[config.mk]
export PLATFORM = sky130hd
export DESIGN_NAME = fx_kport_pad
export DESIGN_NICKNAME = d
export VERILOG_FILES = /design/src/rtl/fx_kport_pad.sv
export SDC_FILE = /design/constraint.sdc
export NUM_CORES = 1
export LEC_CHECK = 0
export ABC_AREA = 1
export CELL_PAD_IN_SITES_DETAIL_PLACEMENT = 0
export CELL_PAD_IN_SITES_GLOBAL_PLACEMENT = 1
export CORE_ASPECT_RATIO = 2
export CORE_MARGIN = 3
export CORE_UTILIZATION = 45
export CTS_BUF_LIST = sky130_fd_sc_hd__clkbuf_2
export DETAILED_ROUTE_END_ITERATION = 10
export GPL_TIMING_DRIVEN = 0
export MAX_ROUTING_LAYER = met4
export PLACE_DENSITY_LB_ADDON = 0.15
export SLEW_MARGIN = 5
export SYNTH_ARGS = -nofsm -noshare
export SYNTH_HDL_FRONTEND = slang
export SYNTH_SLANG_ARGS = --single-unit
[constraint.sdc]
create_clock -name CLK -period 2.1 [get_ports CLK]
set_clock_uncertainty 0.2 [all_clocks]
set_input_delay 0.21 -clock CLK [delete_from_list [all_inputs] [get_ports CLK]]
set_output_delay 0.21 -clock CLK [all_outputs]
set_load 0.02 [all_outputs]
[src/rtl/fx_kport_pad.sv]
// PC-FX K-port joypad responder: latches {PAD_ID, 14'h0, BTN} on the host trigger and shifts it out LSB first.
// Optional turbo on buttons I/II is enabled by defining FX_PAD_TURBO_EN (adds the BTN_TURBO port).
module fx_kport_pad #(
  parameter logic [3:0] PAD_ID      = 4'hF,
  parameter int         TIMEOUT     = 4096,
  parameter int         SYNC_STAGES = 2
) (
  input  logic        CLK,
  input  logic        RESn,
  input  logic        CE,
  input  logic        KP_TRGn,
  input  logic        KP_SCK,
  output logic        KP_SO,
  input  logic        CONNECTED,
  input  logic [13:0] BTN,
`ifdef FX_PAD_TURBO_EN
  input  logic [1:0]  BTN_TURBO,
`endif
  output logic        BUSY,
  output logic [5:0]  BIT_CNT
);

  localparam int TO_W = (TIMEOUT > 1) ? $clog2(TIMEOUT) : 1;
  localparam logic [TO_W-1:0] TO_LAST = TO_W'(TIMEOUT - 1);

  typedef enum logic [1:0] {
    ST_IDLE  = 2'd0,
    ST_LATCH = 2'd1,
    ST_SHIFT = 2'd2
  } state_t;

  state_t state_q, state_d;

  logic [SYNC_STAGES-1:0] trg_sync_p0, sck_sync_p0;
  logic                   trg_prev_p1, sck_prev_p1;
  logic                   trg_fall_p2, trg_rise_p2, sck_rise_p2;

  logic [31:0]     shift_q;
  logic [5:0]      bit_cnt_q;
  logic [TO_W-1:0] to_cnt_q;

  logic [13:0] btn_eff;
  logic [31:0] load_word;
  logic        load, shift_en, tmo_hit, to_clr, to_inc;

  // Stage p0: synchronizers, p1: previous level, p2: registered one-CE-cycle edge strobes
  always_ff @(posedge CLK or negedge RESn) begin
    if (!RESn) begin
      trg_sync_p0 <= '1;
      sck_sync_p0 <= '1;
      trg_prev_p1 <= 1'b1;
      sck_prev_p1 <= 1'b1;
      trg_fall_p2 <= 1'b0;
      trg_rise_p2 <= 1'b0;
      sck_rise_p2 <= 1'b0;
    end else if (CE) begin
      trg_sync_p0 <= {trg_sync_p0[SYNC_STAGES-2:0], KP_TRGn};
      sck_sync_p0 <= {sck_sync_p0[SYNC_STAGES-2:0], KP_SCK};
      trg_prev_p1 <= trg_sync_p0[SYNC_STAGES-1];
      sck_prev_p1 <= sck_sync_p0[SYNC_STAGES-1];
      trg_fall_p2 <= trg_prev_p1 & ~trg_sync_p0[SYNC_STAGES-1];
      trg_rise_p2 <= ~trg_prev_p1 & trg_sync_p0[SYNC_STAGES-1];
      sck_rise_p2 <= ~sck_prev_p1 & sck_sync_p0[SYNC_STAGES-1];
    end
  end

`ifdef FX_PAD_TURBO_EN
  logic phase_q;

  always_ff @(posedge CLK or negedge RESn) begin
    if (!RESn) phase_q <= 1'b0;
    else if (load) phase_q <= ~phase_q;
  end
`endif

  always_comb begin
    btn_eff = BTN;
`ifdef FX_PAD_TURBO_EN
    // The word uses the phase value the flop toggles to on this load, so the first load after reset passes the button
    btn_eff[1:0] = BTN[1:0] & (~BTN_TURBO | {2{~phase_q}});
`endif
    load_word = CONNECTED ? {PAD_ID, 14'h0, btn_eff} : 32'h0;
  end

  always_ff @(posedge CLK or negedge RESn) begin
    if (!RESn) state_q <= ST_IDLE;
    else       state_q <= state_d;
  end

  always_comb begin
    state_d  = state_q;
    load     = 1'b0;
    shift_en = 1'b0;
    tmo_hit  = 1'b0;
    to_clr   = 1'b0;
    to_inc   = 1'b0;
    if (CE) begin
      case (state_q)
        ST_IDLE: begin
          if (trg_fall_p2) begin
            load    = 1'b1;
            state_d = ST_LATCH;
          end
        end
        ST_LATCH: begin
          if (trg_rise_p2) begin
            to_clr  = 1'b1;
            state_d = ST_SHIFT;
          end else if (to_cnt_q == TO_LAST) begin
            tmo_hit = 1'b1;
            state_d = ST_IDLE;
          end else begin
            to_inc = 1'b1;
          end
        end
        ST_SHIFT: begin
          // A new trigger restarts the transfer and wins over a coincident SCK edge
          if (trg_fall_p2) begin
            load    = 1'b1;
            state_d = ST_LATCH;
          end else if (sck_rise_p2) begin
            shift_en = 1'b1;
            if (bit_cnt_q == 6'd31) state_d = ST_IDLE;
          end else if (to_cnt_q == TO_LAST) begin
            tmo_hit = 1'b1;
            state_d = ST_IDLE;
          end else begin
            to_inc = 1'b1;
          end
        end
        default: state_d = ST_IDLE;
      endcase
    end
  end

  always_ff @(posedge CLK or negedge RESn) begin
    if (!RESn) begin
      shift_q   <= 32'h0;
      bit_cnt_q <= 6'd0;
      to_cnt_q  <= '0;
    end else if (load) begin
      shift_q   <= load_word;
      bit_cnt_q <= 6'd0;
      to_cnt_q  <= '0;
    end else if (shift_en) begin
      // Ones fill from the top so the line idles high once the word is exhausted
      shift_q   <= {1'b1, shift_q[31:1]};
      bit_cnt_q <= bit_cnt_q + 6'd1;
      to_cnt_q  <= '0;
    end else if (tmo_hit) begin
      bit_cnt_q <= 6'd0;
      to_cnt_q  <= '0;
    end else if (to_clr) begin
      to_cnt_q  <= '0;
    end else if (to_inc) begin
      to_cnt_q  <= to_cnt_q + TO_W'(1);
    end
  end

  always_comb begin
    BUSY    = (state_q != ST_IDLE);
    KP_SO   = (state_q == ST_IDLE) ? 1'b1 : shift_q[0];
    BIT_CNT = bit_cnt_q;
  end

endmodule

==> results.txt <==
Status = complete, no violations
Max Root-Sink Buffers = 2
CTS buffer count = 9
Finished Cell Area = 0.00361 mm^2
Worst Hold Class = primary input to flop
Critical path's top delay family = simple AND/OR/NAND/NOR gates
Multi-input gate area = 0.00121 mm^2
Antenna Nets Post-Route = 0
Sequential Area = 0.00154 mm^2
Max Cap Violations = 0
Num ports = 28
DRT Pass-1 Iters = 4
Site row count = 41
Slew headroom = 48.3%
Vias in the first global route = 2487
Max stage delay cell, worst path = dfrtp_2
Most common cell on crit path = buf_4
Filler Cells Inserted = 658
Syn nets = 361
Slew Viols, Final = 0
Die Ht = 121 um
Pwr Density = 1140 mW/mm^2
Switching share of total power = 34.6%
XOR/XNOR Fraction of Synth Area = 1.19%
Final hold vios = 0
Syn avg cell area = 8.82 um^2
Crit-path cells = buf_4 -> ha_1 -> nand2_1 -> a21oi_4 -> nand2_2 -> nand3_4 -> buf_4 -> nor3b_1
Grt ovf = 0
WS Path Type = flop to flop
Required @ worst endpoint = 2340 ps
Top FF cell, synth = dfrtp_1
Largest family of logic cells by synthesized area = simple AND/OR/NAND/NOR gates
Util after Layout = 56.8%
Met1 Resource Use GR = 21.3%
Logic gate share of total power = 33.4%
Fmax = 0.498 GHz
Dpl cells = 448
Register area share after synthesis = 51.9%
GPL Wtd Cong = 0.813
Initial antenna violation count = 1
Netlist cell types = 37
DR vias = 2392
Hold_ws = 50.0 ps
Root buffer cell = clkbuf_2
Number of flops mapped to enable cells by yosys = 0
Fin cells = 475
Most frequent cells in the layout = dfrtp_1 (53), nand2_1 (49), inv_1 (37), nand3_1 (32), o21ai_0 (26)
Clock transition at the registers of the reported paths = 170 ps
Synth Area in Compound Gates = 14.9%
Fin crit period = 2010 ps
Max incr delay on CP = 450 ps
Post-DP HPWL = 4690 um
Gr usage total = 19.8%
Syn Std Cell Area = 0.00296 mm^2
Initial DRC Count = 102
Dpl cell area = 0.00333 mm^2
CP Buf/Inv Count = 2
Fraction of layout cells with a size suffix above 1 = 18.0%
Seq cells post-synth = 61
Unrepaired setup endpoints after global routing = no
Vias per std cell = 5.04
Post-synth ARST share = 100%
Area Overhead vs Synth = 22.2%
Worst reg-to-reg setup slack = 90 ps
PortBufs = 27
Peak supply drop = 0.650 mV
CTS sink cnt = 61
First-pass GRT wire length = 11300 um
DRC violations left = 0
Busiest layer in global routing = met2
Commonest non-fill, non-tap cell in the layout = dfrtp_1
Clock latency on the worst-skew pair = 510 ps
Final worst slack = 91.3 ps
Crit path DAT = 2250 ps
Leak = 1.65 nW
Die area = 0.00763 mm^2
Die W = 63.3 um
Core area = 0.00636 mm^2
Setup WS pre-CTS = -51.0 ps
H-tree Lvls = 3
WL final = 6430 um
Wire length per cell = 13.5 um
Yosys warning count = 0
Final Setup Violations = 0
Cells after Synth = 335
NumNets Final = 409
CTS tree = built
Period utilization = 95.7%
Met2 Track Usage GR = 33.4%
Power Internal = 0.00271 W
Worst Path Max Fanout = 6
CP startpoint kind = flop
Multiplexer share of the synthesized area = 0%
Adder and majority cell fraction of the synthesized area = 2.54%
Clock power frac = 22.9%
Reg power frac = 43.7%
Sw Pwr = 0.00143 W
Largest net degree at the start of global routing = 62
Worst-Margin Slew = 775 ps
Starting density of the core = 46.5%
Synthesized-area fraction occupied by and/or/nand/nor cells = 21.3%
CP endpoint kind = flop
Met3 Track Usage GR = 4.46%
==> cell type report <==
cell class	count	area share, %
multi-input cells	214	33.5
repair buffers	37	9.73
inverters	50	5.54
clock buffers	11	1.52
flip-flops and latches	61	42.5
diodes	1	0.0693
plain buffers	10	1.39
well taps	86	2.98
clock inverters	5	2.74
==> cell families (layout without fill, tap and decap cells) <==
kind of cell	count (synthesis)	count (layout)
AOI/OAI and AO/OA	77	77
xor gates and xnor gates	4	4
adders and majority gates	6	6
buffers and inverters	60	113
DFF	61	61
other	0	1
and+or+nand+nor	127	127
==> sequential cells by signal, summed over array words and instances (netlist names) <==
| signal | flops |
|---|---|
| sck_rise_p2 | 1 |
| sck_prev_p1 | 1 |
| trg_fall_p2 | 1 |
| trg_prev_p1 | 1 |
| sck_sync_p0 | 2 |
| BIT_CNT | 6 |
| state_q | 2 |
| trg_rise_p2 | 1 |
| to_cnt_q | 12 |
| trg_sync_p0 | 2 |
| shift_q | 32 |
==> synthesized netlist by cell type (2+ instances only) <==
library cell / count / area [um^2]
dfstp_2: 6 / 158
o21ai_0: 26 / 130
nor2_4: 2 / 22.5
nand3_4: 2 / 35.0
nand3_1: 32 / 160
nand2_2: 3 / 18.8
inv_4: 2 / 12.5
o21ai_1: 4 / 20.0
xor2_1: 4 / 35.0
buf_2: 3 / 15.0
buf_4: 2 / 15.0
nand2_4: 2 / 22.5
ha_1: 6 / 75.1
o31ai_1: 2 / 15.0
dfrtp_1: 55 / 1380
nand3_2: 3 / 30.0
nor2_1: 25 / 93.8
nand2_1: 49 / 184
a31oi_1: 2 / 12.5
a21oi_1: 21 / 105
inv_1: 39 / 146
clkbuf_1: 5 / 18.8
nor3_1: 3 / 15.0
inv_2: 8 / 30.0
o22ai_1: 17 / 106
==> final timing paths <==
| path | startpoint | to | cells after the start |
|---|---|---|---|
| worst max-delay path | state_q[0] | to_cnt_q[3] | 8 |
| worst min-delay path | KP_TRGn | trg_sync_p0[0] | 3 |
| worst max register to register | state_q[0] | to_cnt_q[3] | 8 |
| worst min register to register | sck_prev_p1 | sck_prev_p1 | 2 |
| max in group asynchronous | RESn | state_q[0] | 2 |
| min in group asynchronous | RESn | to_cnt_q[9] | 2 |
==> per-stage QoR <==
stage	power, W	setup TNS, ps
6_report	0.00413	0
5_1_grt	0.00449	0
4_1_cts	0.00413	0
3_5_place_dp	0.00315	-97.3
3_3_place_gp	0.00312	-80740
2_1_floorplan	0.00270	0
==> power by group through the flow <==
| stage | clock network, W | registers [W] | logic, W |
|---|---|---|---|
| finish | 0.000946 | 0.00181 | 0.00138 |
| global route | 0.00104 | 0.00186 | 0.00159 |
| CTS | 0.000975 | 0.00181 | 0.00135 |
| detailed placement | 0 | 0.00185 | 0.00131 |
| global placement | 0 | 0.00183 | 0.00128 |
| floorplan | 0 | 0.00184 | 0.000862 |
==> routing by layer <==
metal  routed length (um)  part of all wire [%]
met5                    0                     0
met4                  220                   3.4
met3                  181                   2.8
met2                 3540                    55
met1                 2490                    39
==> worst reg2reg max path: stages (launching register included) <==
cell and delay [ps]:
dfrtp_2 450, buf_4 160, ha_1 230, nand2_1 160
a21oi_4 90, nand2_2 180, nand3_4 130, buf_4 170
nor3b_1 180
==> timing repair <==
item                                    4_1_cts  5_1_grt
buffers inserted                              2        6
endpoints found under the setup margin        8       23
pin swaps                                     0        1
cloned                                        0        0
hold endpoints to repair                     62        0
hold buffers                                  2        0
gates resized for setup                      10       13
(Power assumes the default switching activity.)
